--- config.mk ---
export PLATFORM = sky130hd
export DESIGN_NAME = memcyc_resp_flat
export DESIGN_NICKNAME = d
export VERILOG_FILES = /design/src/rtl/memcyc_resp_if.sv /design/src/rtl/memcyc_resp.sv /design/src/flat_wrapper.sv
export SDC_FILE = /design/constraint.sdc
export NUM_CORES = 1
export LEC_CHECK = 0
export ABC_AREA = 1
export CAP_MARGIN = 20
export CORE_MARGIN = 4
export CORE_UTILIZATION = 38
export DETAILED_ROUTE_END_ITERATION = 10
export PLACE_DENSITY = 0.82
export SYNTH_ARGS = -nofsm -noshare
export SYNTH_HDL_FRONTEND = slang
export SYNTH_SLANG_ARGS = --single-unit
--- constraint.sdc ---
create_clock -name clk -period 3.6 [get_ports clk]
set_clock_uncertainty 0.1 [all_clocks]
set_input_delay 0.54 -clock clk [delete_from_list [all_inputs] [get_ports clk]]
set_output_delay 0.54 -clock clk [all_outputs]
set_load 0.005 [all_outputs]
--- src/rtl/memcyc_resp_if.sv ---
// rtl/memcyc_resp_if.sv - memory-port bundle between the cycle responder and physical memory
// Purpose: groups the word-addressed memory port into one connection.
// Signals:
//   memADDR  [ADDR_WIDTH] word address presented to memory
//   memDOUT  [36]         write data to memory
//   memRD, memWR          read / write strobes, held for the whole access
//   memDIN   [36]         read data from memory
//   memRDY                access complete (read data valid / write taken)
// Modports: master = responder side, slave = memory side.
interface memcyc_resp_if #(
   parameter int ADDR_WIDTH = 20
) ();
   logic [ADDR_WIDTH-1:0] memADDR;
   logic [35:0]           memDOUT;
   logic                  memRD;
   logic                  memWR;
   logic [35:0]           memDIN;
   logic                  memRDY;

   modport master (
      output memADDR, memDOUT, memRD, memWR,
      input  memDIN, memRDY
   );

   modport slave (
      input  memADDR, memDOUT, memRD, memWR,
      output memDIN, memRDY
   );
endinterface

--- src/rtl/memcyc_resp.sv ---
// rtl/memcyc_resp.sv - CPU memory-cycle responder with timeout and NXM abort
// Purpose: turns a VMA cycle request (read, write or read-modify-write) into
// memory port strobes, stalls the CPU until completion, and aborts to a sticky
// nonexistent-memory error on out-of-range address or memRDY timeout.
// Ports:
//   clk, rst              clock, asynchronous active-high reset
//   clken                 CPU clock enable, qualifies reqSTART and wrSTB
//   reqSTART/READ/WRITE   cycle request; READ and WRITE together = RMW
//   reqADDR, cpuDOUT      request address and CPU write data
//   wrSTB                 RMW write-phase data valid
//   nxmCLR                clears nxmERR
//   cpuDIN                read data to CPU
//   memWAIT, memACK       CPU stall and one-cycle completion pulse
//   nxmERR                sticky nonexistent-memory flag
//   mem                   memory port (memcyc_resp_if.master)
module memcyc_resp #(
   parameter int ADDR_WIDTH = 20,
   parameter int MEMSIZE    = 2**20,
   parameter int TIMEOUT    = 63
) (
   input  logic                  clk,
   input  logic                  rst,
   input  logic                  clken,
   input  logic                  reqSTART,
   input  logic                  reqREAD,
   input  logic                  reqWRITE,
   input  logic [ADDR_WIDTH-1:0] reqADDR,
   input  logic [35:0]           cpuDOUT,
   input  logic                  wrSTB,
   input  logic                  nxmCLR,
   output logic [35:0]           cpuDIN,
   output logic                  memWAIT,
   output logic                  memACK,
   output logic                  nxmERR,
   memcyc_resp_if.master         mem
);

   typedef enum logic [2:0] {IDLE, RD, WR, RMWHOLD, ACK, NXM} state_t;

   localparam logic [7:0]  TMO_C     = 8'(TIMEOUT);
   localparam logic [32:0] MEMSIZE_C = 33'(MEMSIZE);

   state_t                state_q, state_d;
   logic [7:0]            cnt_q, cnt_d;
   logic [ADDR_WIDTH-1:0] addr_q, addr_d;
   logic [35:0]           dout_q, dout_d;
   logic [35:0]           din_q, din_d;
   logic                  rmw_q, rmw_d;
   logic                  nxm_q, nxm_d;
   logic                  hold_ack_q;

   logic start;
   logic oob;

   assign start = clken && reqSTART && (reqREAD || reqWRITE);
   // Widened compare so MEMSIZE = 2**ADDR_WIDTH never truncates.
   assign oob   = ({{(33-ADDR_WIDTH){1'b0}}, reqADDR} >= MEMSIZE_C);

   always_ff @(posedge clk or posedge rst) begin
      if (rst) begin
         state_q    <= IDLE;
         cnt_q      <= '0;
         addr_q     <= '0;
         dout_q     <= '0;
         din_q      <= '0;
         rmw_q      <= 1'b0;
         nxm_q      <= 1'b0;
         hold_ack_q <= 1'b0;
      end else begin
         state_q    <= state_d;
         cnt_q      <= cnt_d;
         addr_q     <= addr_d;
         dout_q     <= dout_d;
         din_q      <= din_d;
         rmw_q      <= rmw_d;
         nxm_q      <= nxm_d;
         // Read phase of an RMW acknowledges once, on the first RMWHOLD cycle.
         hold_ack_q <= (state_q == RD) && (state_d == RMWHOLD);
      end
   end

   always_comb begin
      state_d = state_q;
      cnt_d   = cnt_q;
      addr_d  = addr_q;
      dout_d  = dout_q;
      din_d   = din_q;
      rmw_d   = rmw_q;
      nxm_d   = nxm_q;

      if (nxmCLR) nxm_d = 1'b0;

      case (state_q)
         IDLE: begin
            if (start) begin
               addr_d = reqADDR;
               dout_d = cpuDOUT;
               rmw_d  = reqREAD && reqWRITE;
               cnt_d  = '0;
               if (oob) begin
                  state_d = NXM;
                  din_d   = '0;
               end else if (reqREAD) begin
                  state_d = RD;
               end else begin
                  state_d = WR;
               end
            end
         end
         RD, WR: begin
            // memRDY on the terminal count still completes normally.
            if (mem.memRDY) begin
               if (state_q == RD) begin
                  din_d   = mem.memDIN;
                  state_d = rmw_q ? RMWHOLD : ACK;
               end else begin
                  state_d = ACK;
               end
            end else if (cnt_q == TMO_C) begin
               state_d = NXM;
               din_d   = '0;
            end else if (cnt_q != 8'hFF) begin
               cnt_d = cnt_q + 8'd1;
            end
         end
         RMWHOLD: begin
            if (clken && wrSTB) begin
               dout_d  = cpuDOUT;
               cnt_d   = '0;
               state_d = WR;
            end
         end
         ACK: state_d = IDLE;
         NXM: begin
            nxm_d   = 1'b1;   // set wins over a simultaneous nxmCLR
            state_d = IDLE;
         end
         default: state_d = IDLE;
      endcase
   end

   assign mem.memADDR = addr_q;
   assign mem.memDOUT = dout_q;
   assign mem.memRD   = (state_q == RD);
   assign mem.memWR   = (state_q == WR);
   assign cpuDIN      = din_q;
   assign nxmERR      = nxm_q;
   assign memWAIT     = (state_q == RD) || (state_q == WR) ||
                        (state_q == ACK) || (state_q == NXM);
   assign memACK      = (state_q == ACK) || (state_q == NXM) || hold_ack_q;

endmodule

--- src/flat_wrapper.sv ---
// flat-port wrapper written by rule: the top's interface ports become plain ports
module memcyc_resp_flat 
#(
   parameter int ADDR_WIDTH = 20,
   parameter int MEMSIZE    = 2**20,
   parameter int TIMEOUT    = 63
)
  (clk, rst, clken, reqSTART, reqREAD, reqWRITE, reqADDR, cpuDOUT, wrSTB, nxmCLR, cpuDIN, memWAIT, memACK, nxmERR, mem_memADDR, mem_memDOUT, mem_memRD, mem_memWR, mem_memDIN, mem_memRDY);
  memcyc_resp_if #(.ADDR_WIDTH(ADDR_WIDTH)) mem_i ();
  input  logic clk;
  input  logic rst;
  input  logic clken;
  input  logic reqSTART;
  input  logic reqREAD;
  input  logic reqWRITE;
  input  logic [ADDR_WIDTH-1:0] reqADDR;
  input  logic [35:0] cpuDOUT;
  input  logic wrSTB;
  input  logic nxmCLR;
  output logic [35:0] cpuDIN;
  output logic memWAIT;
  output logic memACK;
  output logic nxmERR;
  output wire logic [$bits(mem_i.memADDR)-1:0] mem_memADDR;
  output wire logic [$bits(mem_i.memDOUT)-1:0] mem_memDOUT;
  output wire logic [$bits(mem_i.memRD)-1:0] mem_memRD;
  output wire logic [$bits(mem_i.memWR)-1:0] mem_memWR;
  input wire logic [$bits(mem_i.memDIN)-1:0] mem_memDIN;
  input wire logic [$bits(mem_i.memRDY)-1:0] mem_memRDY;
  assign mem_memADDR = mem_i.memADDR;
  assign mem_memDOUT = mem_i.memDOUT;
  assign mem_memRD = mem_i.memRD;
  assign mem_memWR = mem_i.memWR;
  assign mem_i.memDIN = mem_memDIN;
  assign mem_i.memRDY = mem_memRDY;
  memcyc_resp #(.ADDR_WIDTH(ADDR_WIDTH), .MEMSIZE(MEMSIZE), .TIMEOUT(TIMEOUT)) u_core (.clk(clk), .rst(rst), .clken(clken), .reqSTART(reqSTART), .reqREAD(reqREAD), .reqWRITE(reqWRITE), .reqADDR(reqADDR), .cpuDOUT(cpuDOUT), .wrSTB(wrSTB), .nxmCLR(nxmCLR), .cpuDIN(cpuDIN), .memWAIT(memWAIT), .memACK(memACK), .nxmERR(nxmERR), .mem(mem_i));
endmodule
Yosys cells after proc, flatten, opt, wreduce, memory -nomap -nowiden
Cells that the tools add are included.
- eq/ne operators: 14
- multiplexer cells: 22
- reductions and logical operators: 21
- add/subtract/negate cells: 1
- operator list (cell ; number):
    $mux 36 ; 5
    $pmux 36 s2 ; 1
    $mux 8 ; 5
    $pmux 8 s3 ; 1
    $mux 3 ; 6
    $eq 3x2->1 const B ; 3
    $pmux 3 s3 ; 1
    $add 8x1->8 const B ; 1
    $eq 8x6->1 const B ; 1
    $ne 8x8->1 const B ; 1
    $eq 3x3->1 const B ; 2
    $logic_or 1x1->1 ; 6
    $ne 2x1->1 const B ; 3
    $ne 2x2->1 const B ; 3
    $reduce_and 3->1 ; 2
    $reduce_and 6->1 ; 1
    $reduce_bool 2->1 ; 3
    $logic_and 1x1->1 ; 5
    $eq 3x1->1 const B ; 1
    $logic_not 3->1 ; 1
    $reduce_bool 3->1 ; 1
    $mux 1 ; 2
    $mux 2 ; 1
    $reduce_and 2->1 ; 1
    $reduce_or 2->1 ; 1
- logic and storage cells: 66
- output and inout bits: 97
- bits of input ports: 101
- bits in registers: 106

Longest topological paths before layout
Gate-level depths: netlist of run 1.
- depth in word-level cells: 6
- mapped depth: 9
- depth with buffers taken out: 9

Worst setup path before layout of run 1
Ideal clock, no wire load.
- kind: register -> output
- from: register u_core.state_q[0]
- to: output port memWAIT
- stages on the path, launching flop included: 7
- arrival time: 1.127 ns
- setup slack: 1.833 ns
- cell sequence: dfrtp_1 -> inv_1 -> nor2_2 -> nand2_1 -> inv_1 -> nor2_2 -> o21ai_0
- cells in the longest elaborated chain, start to end: 4
- RTL lines (item ; RTL line ; text):
    start: declaration ; memcyc_resp.sv:43 ; state_t state_q, state_d;
    start signal: assignment ; memcyc_resp.sv:70 ; state_q <= state_d;
    $eq 3x1->1 / $eq 3x2->1 (equally long branches) ; memcyc_resp.sv:148 ; assign memWAIT = (state_q == RD) || (state_q == WR) ||
    $logic_or 1x1->1 (2 in series) ; memcyc_resp.sv:148 ;
    $logic_or 1x1->1 (*) ; memcyc_resp.sv:149 ; (state_q == ACK) || (state_q == NXM);
    end: declaration ; flat_wrapper.sv:21 ; output logic memWAIT;
Every way passes the cells marked *; elsewhere a longest branch is shown, timed or not.

Final worst setup path of run 1
- from: register u_core.state_q[0]
- to: output port mem_memRD
- cells in the longest elaborated chain, start to end: 1
- RTL lines (item ; RTL line ; text):
    $eq 3x1->1 ; memcyc_resp.sv:144 ; assign mem.memRD = (state_q == RD);
    end: declaration ; flat_wrapper.sv:26 ; output wire logic [$bits(mem_i.memRD)-1:0] mem_memRD;
No other way between the ends.

==> qor.yml, run 1 <==
yosys_warnings: 0
setup_tns_ps: 0
postCtsHoldBufs: 0
layout.nets: 820
fin_crit_sh: 0.803
end_kind: "output port"
place.gp.congestion: 0.881
synthFlopType: "dfrtp_1"
cts-root-buf: "clkbuf_16"
dieArea_mm2: 0.0136
max_freq_mhz: 346
post-place-cells: 850
maxSlewViolCount: 0
cts_setup_buffers: 0
ys_async_sr_fraction: 1.00
initial_utilization: 0.390
final_area_mm2: 0.00688
path_max_fanout: 37
insertion_delay_ps: 340
pwr_density_cell_mw_per_mm2: 853
port_buffers: 197
synth.avg_cell_area_um2: 8.48
hpwl_mm: 9.33
final_layout_size_suffix_gt1_frac: 0.0443
wl_per_cell_um: 14.6
ys_types: 24
cts_tree: "done"
wl_mm: 12.7
ctsResizeCount: 0
whs_path_depth: 2
drc: 0
via_count: 4220
ys_seq_area_frac: 0.590
htreeDepth: 3
antenna_found_initial: 0
slew_headroom: 0.550
start_kind: "flip-flop"
die_w_um: 117
required_ps: 2960
clockBufferDepth: 2
setup_viol: 0
grt_max_degree: 60
grt_pass1_wl_mm: 20.5
ios: 198
maxCapViolCount: 0
crit_arrival_ps: 2250
yosys-top-cells-area: "dfrtp_1 (59%), nand2_1 (20%), nand3_1 (10%), nor2_1 (1.6%), buf_2 (1.3%)"
netlist_area_mm2: 0.00450
fp.coreArea_mm2: 0.0115
drt_first_pass_iters: 4
leakage_nw: 3.29
ys_ff_latch: 106
syn_to_final_growth_pct: 52.9
hold_class: "flip-flop to flip-flop"
finalHoldViolCount: 0
cts.sinks: 106
yosysTopAreaCellShare: 0.590
rsz0062_at_grt: "false"
grt_pass1_vias: 4416
gr-total-overflow: 0
drt_iter0_markers: 344
grt_use_total: 0.187
period_needed_ps: 2890
worst_pin_slew_ps: 672
cts-buffers-inserted: 9
cts.clk_slew.worst_paths_ps: 70
vias_per_cell: 4.87
die_h_um: 117
outcome: "completed"
n_antenna_cell: 0
rows: 39
vdd_ir_drop_max_uv: 423
reg2reg_depth: 8
syn_nets: 632
crit_type: "flip-flop to output port"
place_area_mm2: 0.00657
postRouteAntennaNets: 0
synth_edf_count: 0
synth_top_cell_by_area: "dfrtp_1"
syn_inst: 530
instances_no_fill: 866
-- sequential cells by signal (all words and copies together), names as in the netlist --
name / cells
u_core.mem.memDOUT: 36
u_core.cnt_q: 8
u_core.nxmERR: 1
u_core.hold_ack_q: 1
u_core.rmw_q: 1
u_core.mem.memADDR: 20
u_core.state_q: 3
u_core.cpuDIN: 36
-- final timing paths --
path	start	endpoint	slack (ps)
max in group asynchronous	rst	u_core.mem.memADDR[5]$_DFFE_PP0P_	2170
min reg2reg	u_core.mem.memDOUT[23]$_DFFE_PP0P_	u_core.mem.memDOUT[23]$_DFFE_PP0P_	370
max reg2reg	u_core.state_q[1]$_DFF_PP0_	u_core.cpuDIN[4]$_DFFE_PP0P_	1390
min in group asynchronous	rst	u_core.mem.memDOUT[20]$_DFFE_PP0P_	540
max	u_core.state_q[0]$_DFF_PP0_	mem_memRD	710
min	u_core.mem.memDOUT[23]$_DFFE_PP0P_	u_core.mem.memDOUT[23]$_DFFE_PP0P_	370
-- critical path, stage by stage, from the launching register on --
cell and delay [ps]:
dfrtp_1 420, inv_1 120, nor2_2 190, nand2_1 140, inv_1 110, buf_4 340, clkdlybuf4s50_1 580
-- cell type report --
class	count	area [µm²]
clock buffers	12	236
repair buffers	203	2030
flip-flops and latches	106	2650
well taps	143	179
fillers	1009	4640
clock inverters	4	76.3
multi-input cells	382	1640
inverters	16	62.6
-- per-stage QoR --
stage          power (mW)  utilization  setup slack (ps)  hold slack, ps
3_3_place_gp         4.77        0.570              1150             353
6_report             5.87        0.597               709             369
5_1_grt              6.36        0.597               538             389
2_1_floorplan        3.36            -               171             365
3_5_place_dp         4.90        0.570              1070             357
4_1_cts              5.96        0.597               693             374
-- power by group --
part	switching, mW	internal (mW)
combinational	1.38	1.40
sequential	0.311	1.75
clock	0.415	0.612
-- metal layers --
metal,routed length (µm),vias up,global-route usage
met1,5150,1977,0.233
met3,1060,27,0.0535
met5,0,-,0
li1,-,2053,-
met2,6180,163,0.308
met4,269,0,0.0726
-- cell usage in the layout (no fill, tap or decap), drive strengths merged --
cell type / n
nand2: 247
clkdlybuf4s50: 197
dfrtp: 106
nand3: 94
nor2: 23
inv: 16
clkbuf: 12
o21ai: 6
buf: 6
nand4: 3
nor3: 2
xor2: 2
bufinv: 2
a21oi: 1
or2: 1
o21bai: 1
xnor2: 1
ha: 1
clkinvlp: 1
clkinv: 1
-- cell usage after synthesis (2+ instances only) --
cell type and instances:
nor3_1 2, nand3_1 94, nand2_2 3, xor2_1 2, nor2_2 3, clkbuf_1 7
o21ai_0 5, nand2_1 243, buf_6 3, nand4_1 3, buf_2 12, buf_4 4
inv_1 15, nor2_1 19, dfrtp_1 106
-- cell families (layout without fill, tap and decap cells) --
kind of cell    Yosys count  after routing  synth area share
flops                   106            106             0.590
fa+ha+maj                 1              1           0.00278
simple gates            370            370             0.344
buf+inv                  42            235            0.0467
xor+xnor                  3              3           0.00584
compound gates            8              8            0.0103
Note: power is estimated with default switching activity, not from simulation.
==> inputs of run 2 (changes only) <==
--- a/config.mk
+++ b/config.mk
@@ -8,9 +8,9 @@
 export ABC_AREA = 1
 export CAP_MARGIN = 20
 export CORE_MARGIN = 4
-export CORE_UTILIZATION = 38
+export CORE_UTILIZATION = 42
 export DETAILED_ROUTE_END_ITERATION = 10
-export PLACE_DENSITY = 0.82
+export PLACE_DENSITY = 0.85
 export SYNTH_ARGS = -nofsm -noshare
 export SYNTH_HDL_FRONTEND = slang
 export SYNTH_SLANG_ARGS = --single-unit
==> constraint.sdc (replaced) <==
create_clock -name clk -period 2.8 [get_ports clk]
set_clock_uncertainty 0.1 [all_clocks]
set_input_delay 0.42 -clock clk [delete_from_list [all_inputs] [get_ports clk]]
set_output_delay 0.42 -clock clk [all_outputs]
set_load 0.005 [all_outputs]
==> run 2 against run 1 <==
Effect of this change:
- via count up 1.1%
- wire length is 1.2% higher
- utilization grew 6.0 points
- sequential power up 28%
- count of clock-buffer cells in the layout fell by 1
- total power grew 24%
- sequential cell count is the same
- global-route usage grew 2.1 points
- cell count fell by 0.58%
- sequential share of layout area is 0.35 points higher
- design area down 0.89%
- first-iteration DRC count fell by 11%
- critical path type unchanged
- largest cell class unchanged
- highest routed layer unchanged
==> qor.yml, run 2 (synthesis gave the netlist of run 1 again) <==
outcome: "completed"  # unchanged
end_kind: "output port"  # unchanged
cts-root-buf: "clkbuf_8"  # was clkbuf_16
maxSlewViolCount: 0  # unchanged
crit_type: "flip-flop to output port"  # unchanged
initial_utilization: 0.434  # was 0.390
start_kind: "flip-flop"  # unchanged
p_switching_mw: 2.68  # was 2.10 mW
port_buffers: 197  # unchanged
hold_start: "u_core.cpuDIN[35]$_DFFE_PP0P_"  # was u_core.mem.memDOUT[23]$_DFFE_PP0P_
final_common_cell: "nand2_1"  # unchanged
required_ps: 2280  # was 2960 ps
setup_viol: 0  # unchanged
grt_pass1_wl_mm: 21.2  # was 20.5 mm
finalHoldViolCount: 0  # unchanged
wl_per_cell_um: 14.9  # was 14.6 µm
syn_to_final_growth_pct: 51.6  # was 52.9%
rr_endpoint: "u_core.cpuDIN[21]$_DFFE_PP0P_"  # was u_core.cpuDIN[4]$_DFFE_PP0P_
postRouteAntennaNets: 0  # unchanged
die_h_um: 111  # was 117 µm
instances_no_fill: 861  # was 866
clockBufferDepth: 2  # unchanged
postCtsHoldBufs: 0  # unchanged
maxCapViolCount: 0  # unchanged
grt_max_degree: 47  # was 60
whs_path_depth: 2  # unchanged
rsz0062_at_grt: "false"  # unchanged
power_mw: 7.29  # was 5.87 mW
min_to: "u_core.cpuDIN[35]$_DFFE_PP0P_"  # was u_core.mem.memDOUT[23]$_DFFE_PP0P_
fin_crit_sh: 0.946
post-route-util: 0.657  # was 0.597
crit_arrival_ps: 2130  # was 2250 ps
reg2reg_depth: 8  # unchanged
setup_tns_ps: 0  # unchanged
post-place-cells: 845  # was 850
path_max_fanout: 37  # unchanged
r2r-start: "u_core.cnt_q[0]$_DFFE_PP0P_"  # was u_core.state_q[1]$_DFF_PP0_
drt_first_pass_iters: 7  # was 4
place.gp.congestion: 0.918  # was 0.881
final_cell_mix: "nand2_1 (243), clkdlybuf4s50_1 (197), dfrtp_1 (106)"  # unchanged
vdd_ir_drop_max_uv: 450  # was 423 µV
wl_mm: 12.8  # was 12.7 mm
cts_tree: "done"  # unchanged
die_w_um: 111  # was 117 µm
cts.clk_slew.worst_paths_ps: 90  # was 70 ps
insertion_delay_ps: 350  # was 340 ps
drt_iter0_markers: 306  # was 344
leakage_nw: 3.26  # was 3.29 nW
grt_pass1_vias: 4381  # was 4416
p_comb_frac: 0.496  # was 0.474
gr-total-overflow: 0  # unchanged
worst_pin_slew_ps: 663  # was 672 ps
hpwl_mm: 9.50  # was 9.33 mm
p_int_mw: 4.61  # was 3.76 mW
htreeDepth: 3  # unchanged
pwr_density_cell_mw_per_mm2: 1070  # was 853 mW/mm²
n_antenna_cell: 0  # unchanged
cts.sinks: 106  # unchanged
antenna_found_initial: 0  # unchanged
ios: 198  # unchanged
slew_headroom: 0.558  # was 0.550
via_count: 4266  # was 4220
dieArea_mm2: 0.0124  # was 0.0136 mm²
hold_class: "flip-flop to flip-flop"  # unchanged
rows: 37  # was 39
max_freq_mhz: 377
cts-buffers-inserted: 9  # unchanged
swShare: 0.367  # was 0.358
p_clk_frac: 0.141  # was 0.175
reg2reg_slack_ps: 680  # was 1390 ps
period_needed_ps: 2650
grt_use_total: 0.207  # was 0.187
drc: 0  # unchanged
fp.coreArea_mm2: 0.0104  # was 0.0115 mm²
layout.nets: 822  # was 820
p_seq_frac: 0.363  # was 0.351
final_layout_size_suffix_gt1_frac: 0.0497  # was 0.0443
vias_per_cell: 4.95  # was 4.87
run 2: cell count changes in the layout (fill, tap and decap cells not counted), moves of 2 or more:
cell and change:
clkbuf_8 +10, clkbuf_16 -9, buf_12 +2, clkbuf_1 -2
clkinv_2 +2
run 2: metal layers:
metal,up-vias,track usage,wire (µm)
met5,-,0,0
met1,2017,0.253,5260
met3,22,0.0560,1020
met4,0,0.0714,277
met2,172,0.355,6250
li1,2055,-,-
run 2: critical path: stages, from the launching register on:
cell and delay [ps]:
dfrtp_1 420, inv_1 120, nor2_2 160, nand2_1 130, inv_1 180, buf_12 210
clkdlybuf4s50_1 530
run 2: layout make-up:
cell class	instances	area (µm²)
clock inverters	5	77.6
repair buffers	205	2070
fillers	866	3550
flip-flops and latches	106	2650
well taps	136	170
multi-input cells	382	1640
clock buffers	11	141
inverters	16	63.8
run 2: how the worst max path moves through the flow:
stage / cells after the start / endpoint / slack, ps / from
floorplan: 1 / u_core.cnt_q[0]$_DFFE_PP0P_ / 1010 / rst
global placement: 6 / mem_memRD / 500 / u_core.state_q[0]$_DFF_PP0_
detailed placement: 6 / mem_memRD / 440 / u_core.state_q[0]$_DFF_PP0_
CTS: 6 / mem_memRD / 20 / u_core.state_q[0]$_DFF_PP0_
global route: 6 / mem_memRD / 3 / u_core.state_q[0]$_DFF_PP0_
finish: 6 / mem_memRD / 150 / u_core.state_q[0]$_DFF_PP0_
run 2: power by group through the flow:
stage / sequential [mW] / clock, mW / combinational, mW
detailed placement: 2.66 / 0 / 3.65
CTS: 2.64 / 1.06 / 3.66
global route: 2.72 / 1.14 / 4.02
global placement: 2.62 / 0 / 3.52
finish: 2.64 / 1.03 / 3.62
floorplan: 2.69 / 0 / 1.63
run 2: what timing repair did:
item	4_1_cts	5_1_grt
endpoints found under the setup margin	0	2
buffers inserted	0	0
resized for setup	0	4
run 2: per-stage QoR:
| stage | setup WS [ps] | instance area (µm²) | hold WS (ps) |
|---|---|---|---|
| after floorplan | 1010 | 4500 | 365 |
| after global routing | 2.65 | 6820 | 397 |
| final | 150 | 6820 | 380 |
| after detailed placement | 437 | 6580 | 358 |
| after CTS | 17.6 | 6800 | 381 |
| after global placement | 503 | 6580 | 353 |
==> inputs of run 3 (changes only) <==
--- a/config.mk
+++ b/config.mk
@@ -6,6 +6,7 @@
 export NUM_CORES = 1
 export LEC_CHECK = 0
 export ABC_AREA = 1
+export ABC_CLOCK_PERIOD_IN_PS = 2800
 export CAP_MARGIN = 20
 export CORE_MARGIN = 4
 export CORE_UTILIZATION = 42
==> results of run 3 <==
The final DEF is identical to that of run 2; final timing and power are the same.
